$ cat src/rtl/uart_rx_ctrl.sv
// uart_rx_ctrl
// Frame-sequencing state machine for the UART receiver. Watches the
// synchronized RX line for a start-bit falling edge, runs the external
// oversampling edge/bit counter for the length of a frame, and strobes the
// sampler, deserializer and start/parity/stop checkers on the last
// oversampling edge of each bit. At the end of every completed frame it
// emits a one-cycle result: DATA_VALID, PARITY_ERROR and/or FRAMING_ERROR.
//
// Ports
//   CLK            receiver clock (PRESCALE x bit rate)
//   RST            asynchronous, active-low reset
//   RX_IN          synchronized serial line, idle high
//   PAR_EN         parity bit present (latched on frame start)
//   PRESCALE[5:0]  oversampling ratio (8, 16 or 32)
//   EDGE_CNT[5:0]  edge index within the current bit (from counter)
//   BIT_CNT[3:0]   bit index within the frame, 0 = start bit (from counter)
//   STRT_GLITCH    start checker: sampled start bit was 1
//   PAR_ERR        parity checker: mismatch
//   STP_ERR        stop checker: sampled stop bit was 0
//   CNT_EN         counter enable
//   DAT_SAMP_EN    sampler enable
//   DESER_EN       shift the sampled bit into the deserializer
//   STRT_CHK_EN    start checker strobe
//   PAR_CHK_EN     parity checker strobe
//   STP_CHK_EN     stop checker strobe
//   DATA_VALID     one-cycle pulse, received byte good
//   PARITY_ERROR   one-cycle pulse, frame parity failed
//   FRAMING_ERROR  one-cycle pulse, stop bit low
module uart_rx_ctrl #(
    parameter int DATA_WIDTH = 8
) (
    input  logic       CLK,
    input  logic       RST,
    input  logic       RX_IN,
    input  logic       PAR_EN,
    input  logic [5:0] PRESCALE,
    input  logic [5:0] EDGE_CNT,
    input  logic [3:0] BIT_CNT,
    input  logic       STRT_GLITCH,
    input  logic       PAR_ERR,
    input  logic       STP_ERR,
    output logic       CNT_EN,
    output logic       DAT_SAMP_EN,
    output logic       DESER_EN,
    output logic       STRT_CHK_EN,
    output logic       PAR_CHK_EN,
    output logic       STP_CHK_EN,
    output logic       DATA_VALID,
    output logic       PARITY_ERROR,
    output logic       FRAMING_ERROR
);

    typedef enum logic [2:0] {
        IDLE   = 3'd0,
        START  = 3'd1,
        DATA   = 3'd2,
        PARITY = 3'd3,
        STOP   = 3'd4,
        OUT    = 3'd5
    } state_t;

    localparam logic [3:0] LAST_DATA_BIT = 4'(DATA_WIDTH);

    state_t state_r;
    state_t state_s;
    logic   armed_r;
    logic   par_en_r;
    logic   par_flag_r;
    logic   frm_flag_r;
    logic   last_edge_s;
    logic   enter_start_s;

    // All bit-level actions happen on the final oversampling edge of a bit.
    assign last_edge_s   = (EDGE_CNT == (PRESCALE - 6'd1));
    // Covers both IDLE->START and the back-to-back OUT->START path.
    assign enter_start_s = (state_s == START) && (state_r != START);

    // State register.
    always_ff @(posedge CLK or negedge RST) begin
        if (!RST) begin
            state_r <= IDLE;
        end else begin
            state_r <= state_s;
        end
    end

    // Next-state decode.
    always_comb begin
        state_s = state_r;
        case (state_r)
            IDLE: begin
                if (!RX_IN && armed_r) begin
                    state_s = START;
                end else begin
                    state_s = IDLE;
                end
            end
            START: begin
                if (last_edge_s) begin
                    if (STRT_GLITCH) begin
                        state_s = IDLE;
                    end else begin
                        state_s = DATA;
                    end
                end else begin
                    state_s = START;
                end
            end
            DATA: begin
                if (last_edge_s && (BIT_CNT == LAST_DATA_BIT)) begin
                    if (par_en_r) begin
                        state_s = PARITY;
                    end else begin
                        state_s = STOP;
                    end
                end else begin
                    state_s = DATA;
                end
            end
            PARITY: begin
                if (last_edge_s) begin
                    state_s = STOP;
                end else begin
                    state_s = PARITY;
                end
            end
            STOP: begin
                if (last_edge_s) begin
                    state_s = OUT;
                end else begin
                    state_s = STOP;
                end
            end
            OUT: begin
                // A framing error usually means a break; never restart on it.
                if (!RX_IN && !frm_flag_r) begin
                    state_s = START;
                end else begin
                    state_s = IDLE;
                end
            end
            default: begin
                state_s = IDLE;
            end
        endcase
    end

    // Output decode from registered state, counters and flags only.
    always_comb begin
        CNT_EN        = 1'b0;
        DAT_SAMP_EN   = 1'b0;
        DESER_EN      = 1'b0;
        STRT_CHK_EN   = 1'b0;
        PAR_CHK_EN    = 1'b0;
        STP_CHK_EN    = 1'b0;
        DATA_VALID    = 1'b0;
        PARITY_ERROR  = 1'b0;
        FRAMING_ERROR = 1'b0;
        case (state_r)
            START: begin
                CNT_EN      = 1'b1;
                DAT_SAMP_EN = 1'b1;
                STRT_CHK_EN = last_edge_s;
            end
            DATA: begin
                CNT_EN      = 1'b1;
                DAT_SAMP_EN = 1'b1;
                if (last_edge_s && (BIT_CNT >= 4'd1) && (BIT_CNT <= LAST_DATA_BIT)) begin
                    DESER_EN = 1'b1;
                end else begin
                    DESER_EN = 1'b0;
                end
            end
            PARITY: begin
                CNT_EN      = 1'b1;
                DAT_SAMP_EN = 1'b1;
                PAR_CHK_EN  = last_edge_s;
            end
            STOP: begin
                CNT_EN      = 1'b1;
                DAT_SAMP_EN = 1'b1;
                STP_CHK_EN  = last_edge_s;
            end
            OUT: begin
                DATA_VALID    = !par_flag_r && !frm_flag_r;
                PARITY_ERROR  = par_flag_r;
                FRAMING_ERROR = frm_flag_r;
            end
            default: begin
                CNT_EN = 1'b0;
            end
        endcase
    end

    // Start detection is armed only after the line has been seen idle high.
    always_ff @(posedge CLK or negedge RST) begin
        if (!RST) begin
            armed_r <= 1'b0;
        end else if ((state_r == OUT) && frm_flag_r) begin
            armed_r <= 1'b0;
        end else if (RX_IN) begin
            armed_r <= 1'b1;
        end else begin
            armed_r <= armed_r;
        end
    end

    // Frame-static parity enable, so a mid-frame PAR_EN change has no effect.
    always_ff @(posedge CLK or negedge RST) begin
        if (!RST) begin
            par_en_r <= 1'b0;
        end else if (enter_start_s) begin
            par_en_r <= PAR_EN;
        end else begin
            par_en_r <= par_en_r;
        end
    end

    // Parity and framing error flags, cleared at each frame start.
    always_ff @(posedge CLK or negedge RST) begin
        if (!RST) begin
            par_flag_r <= 1'b0;
            frm_flag_r <= 1'b0;
        end else if (enter_start_s) begin
            par_flag_r <= 1'b0;
            frm_flag_r <= 1'b0;
        end else begin
            if ((state_r == PARITY) && last_edge_s) begin
                par_flag_r <= PAR_ERR;
            end else begin
                par_flag_r <= par_flag_r;
            end
            if ((state_r == STOP) && last_edge_s) begin
                frm_flag_r <= STP_ERR;
            end else begin
                frm_flag_r <= frm_flag_r;
            end
        end
    end

endmodule

$ cat config.mk
export PLATFORM = sky130hd
export DESIGN_NAME = uart_rx_ctrl
export DESIGN_NICKNAME = d
export VERILOG_FILES = /design/src/rtl/uart_rx_ctrl.sv
export SDC_FILE = /design/constraint.sdc
export NUM_CORES = 1
export LEC_CHECK = 0
export BUFFER_PORTS_ARGS = -buffer_cell sky130_fd_sc_hd__buf_2
export CELL_PAD_IN_SITES_DETAIL_PLACEMENT = 0
export CELL_PAD_IN_SITES_GLOBAL_PLACEMENT = 2
export CORE_MARGIN = 4
export CORE_UTILIZATION = 24
export DETAILED_ROUTE_END_ITERATION = 10
export GPL_TIMING_DRIVEN = 0
export PLACE_DENSITY_LB_ADDON = 0.1
export SKIP_LAST_GASP = 1
export SLEW_MARGIN = 20
export SYNTH_ARGS = -nofsm -noshare
export SYNTH_HDL_FRONTEND = slang
export SYNTH_SLANG_ARGS = --single-unit
export TNS_END_PERCENT = 30
$ cat constraint.sdc
create_clock -name CLK -period 1.6 [get_ports CLK]
set_input_delay 0 -clock CLK [delete_from_list [all_inputs] [get_ports CLK]]
set_output_delay 0 -clock CLK [all_outputs]
set_load 0.01 [all_outputs]
==> results by group <==
Status
  • Status: finished with violations
  • Failing checks: setup timing

Global routing
  • Initial antenna violation count: 0
  • First-pass GRT wire length: 3120 um
  • Vias in the first global route: 716
  • Largest net degree at the start of global routing: 11
  • Total GRT Usage: 11.4%
  • Grt ovf: 0

Timing
  • Achievable frequency: 615 MHz
  • Setup TNS: -31.1 ps
  • Endpoints failing setup: 2
  • WHS: 94.1 ps
  • Hold Vio Cnt, Final: 0
  • RSZ-0062 raised after global routing: yes
  • Worst Clk Skew: 1.98 ps
  • Min Tclk post-route: 1630 ps
  • Slew Viols, Final: 0
  • Slew @ Worst Pin: 448 ps
  • Relative slew margins: 69.9%
  • Post-route setup slack: -25.7 ps
  • Fin crit share: 102%

Yosys
  • Sequential share of the synthesized area: 26.1%
  • Mapped Nets: 101
  • Cell with the most instances after synthesis: nor2_1
  • EDFF count, synth: 0
  • Syn Std Cell Area: 672 um2
  • Cell taking the most area after synthesis: dfrtp_1
  • Post-synth top cells: nor2_1 (9), dfrtp_1 (7), inv_1 (5), xnor2_1 (5)
  • Fraction of registers with async set or reset after synthesis: 100%
  • Most used flip-flop cell after synthesis: dfrtp_1
  • Netlist cell types: 34
  • Share of the synthesized area in the top cell type: 26.1%
  • Cells after Synth: 77
  • Synth top area cells: dfrtp_1 (26%), xnor2_1 (6.5%), nor2_1 (5.0%), o31ai_1 (4.5%), xnor2_4 (4.1%)
  • Mean Syn Cell Area: 8.73 um2
  • Seq cells post-synth: 7
  • Syn. warnings: 0

Power
  • Int Power: 479 uW
  • PwrDens: 778 nW/um2
  • Sequential share of power: 32.2%
  • Clock power frac: 21.2%
  • Comb power frac: 46.7%
  • Sw Share: 38.5%
  • Leakage: 0.000446 uW
  • Sw Pwr: 299 uW
  • Maximum resistive drop on vdd: 399 uV

CTS
  • Clk root buf: clkbuf_4
  • Clk slew on worst S/H paths: 50 ps
  • Clock sink total: 7
  • CTS H-tree depth: 1
  • Worst skew pair latency: 250 ps
  • Clock tree buffer depth: 2
  • Num CTS Buffers: 3
  • CTS tree: built

Critical path
  • Element type at the critical path end: output port
  • Critical path launch point type: primary input
  • Setup Crit Path Kind: in -> out
  • Max FO, Critical Path: 7
  • WP data arrival: 1630 ps
  • Worst path required time: 1600 ps

Route
  • WL final: 1850 um
  • Iteration-0 DRC Markers: 28
  • DR WL/cell: 12.6 um
  • Vias: 702
  • DR DRC count: 0
  • Via-to-Cell Ratio: 4.78
  • Number of nets with antenna violations after routing: 0
  • Drt pass-1 iters: 4

Floorplanning
  • Initial core utilization: 26.2%
  • Die Y-Extent: 60.9 um
  • Die ar.: 3710 um2
  • IO Pins: 32
  • Core ar.: 2570 um2
  • Num rows: 18
  • Die W: 60.9 um

Finish
  • Share of post-route cells with drive strength above 1: 45.3%
  • Fin cells: 147
  • Final core utilization: 39.0%
  • Design area: 1000 um2
  • # nets final: 142
  • Area Overhead vs Synth: 49.0%
  • Multi-input gate area: 507 um2
  • Fillcell total: 285
  • Register area: 175 um2
  • N_diodes: 0

Place
  • Placed Cells: 138
  • Placed Area: 865 um2
  • I/O Buffers: 31
  • Post-detail-place hpwl: 1490 um
  • Placer Congestion: 0.689

Hold path
  • HP Class: in -> reg

Job
  • Max Cap Viol: 0
[cell type report]
class | instances | share of cell area (%)
Clock buffer | 4 | 2.63
Buffer | 3 | 2.38
Timing Repair Buffer | 37 | 21.3
Inverter | 5 | 1.88
Multi-Input combinational cell | 61 | 50.6
Sequential cell | 7 | 17.5
Tap cell | 30 | 3.75
[worst paths after layout]
path                       slack (ps)                 start  cells past startpoint                      to
min                                90           STRT_GLITCH                      4    state_r[1]$_DFF_PN0_
min reg2reg                       500   armed_r$_DFFE_PN0P_                      2     armed_r$_DFFE_PN0P_
max                               -30           PRESCALE[0]                     10                DESER_EN
max reg2reg                        50  state_r[1]$_DFF_PN0_                      4  frm_flag_r$_DFFE_PN0P_
min in group asynchronous         110                   RST                      2    state_r[2]$_DFF_PN0_
max in group asynchronous        1320                   RST                      2  par_flag_r$_DFFE_PN0P_
[critical path: stages]
cell,delay [ps]
buf_4,140
inv_1,50
ha_1,180
and2_4,160
nor4b_4,240
a31oi_4,60
or2_1,260
buf_6,140
nor4_2,230
buf_2,170
[logic make-up after synthesis]
family | share of synthesized area, %
and+or+nand+nor | 35.2
muxes | 1.68
AOI/OAI and AO/OA | 15.8
adders and majority gates | 1.86
xor gates and xnor gates | 13.2
buffers and inverters | 6.15
DFF | 26.1
[power groups by stage]
stage | Clock, uW | Sequential (uW) | Combinational [uW]
floorplan | 0 | 241 | 233
global placement | 0 | 251 | 333
detailed placement | 0 | 252 | 334
CTS | 174 | 251 | 365
global route | 189 | 257 | 410
finish | 165 | 250 | 363
[placed cells by master (no fill, tap or decap), drive strengths merged]
master / Yosys / final
a21boi: 1 / 1
a21oi: 2 / 2
a31oi: 3 / 3
and2: 1 / 1
and3: 3 / 3
buf: 2 / 35
clkbuf: 2 / 5
dfrtp: 7 / 7
dlygate4sd3: 0 / 4
ha: 1 / 1
inv: 5 / 5
mux2: 1 / 1
nand2: 4 / 4
nand2b: 2 / 2
nand3: 1 / 1
nand4b: 1 / 1
nor2: 10 / 10
nor2b: 2 / 2
nor3: 3 / 3
nor3b: 2 / 2
nor4: 2 / 2
nor4b: 1 / 1
o21ai: 3 / 3
o311ai: 2 / 2
o31ai: 4 / 4
or2: 1 / 1
or3: 1 / 1
or4: 1 / 1
or4b: 1 / 1
xnor2: 6 / 6
xor2: 2 / 2
[routing by layer]
metal  part of all wire (%)  wire length [um]  track usage [%]  vias to the layer above
li1                       -                 -                -                      351
met1                     46               842             14.2                      331
met2                     48               884             18.5                       18
met3                    5.4               100             4.26                        2
met4                    1.0                19             2.79                        0
met5                      0                 0                0                        -
[per-stage QoR]
step                      power [uW]  setup slack [ps]
after floorplan                  474              73.1
after global placement           584              -343
after detailed placement         586              -327
after CTS                        790             -65.7
after global routing             856              -123
final                            778             -25.7
[repair_timing]
| item | 4_1_cts | 5_1_grt |
|---|---|---|
| gates resized for setup | 11 | 3 |
| endpoints found under the hold margin | 10 | 0 |
| setup buffers | 2 | 0 |
| setup endpoints to repair | 9 | 10 |
| hold buffers | 4 | 0 |
| pin swaps | 3 | 0 |
[flip-flops by register name, summed over array words and instances (netlist names)]
| register | flops |
|---|---|
| armed_r | 1 |
| state_r | 3 |
| par_en_r | 1 |
| frm_flag_r | 1 |
| par_flag_r | 1 |
(Power assumes the default switching activity.)
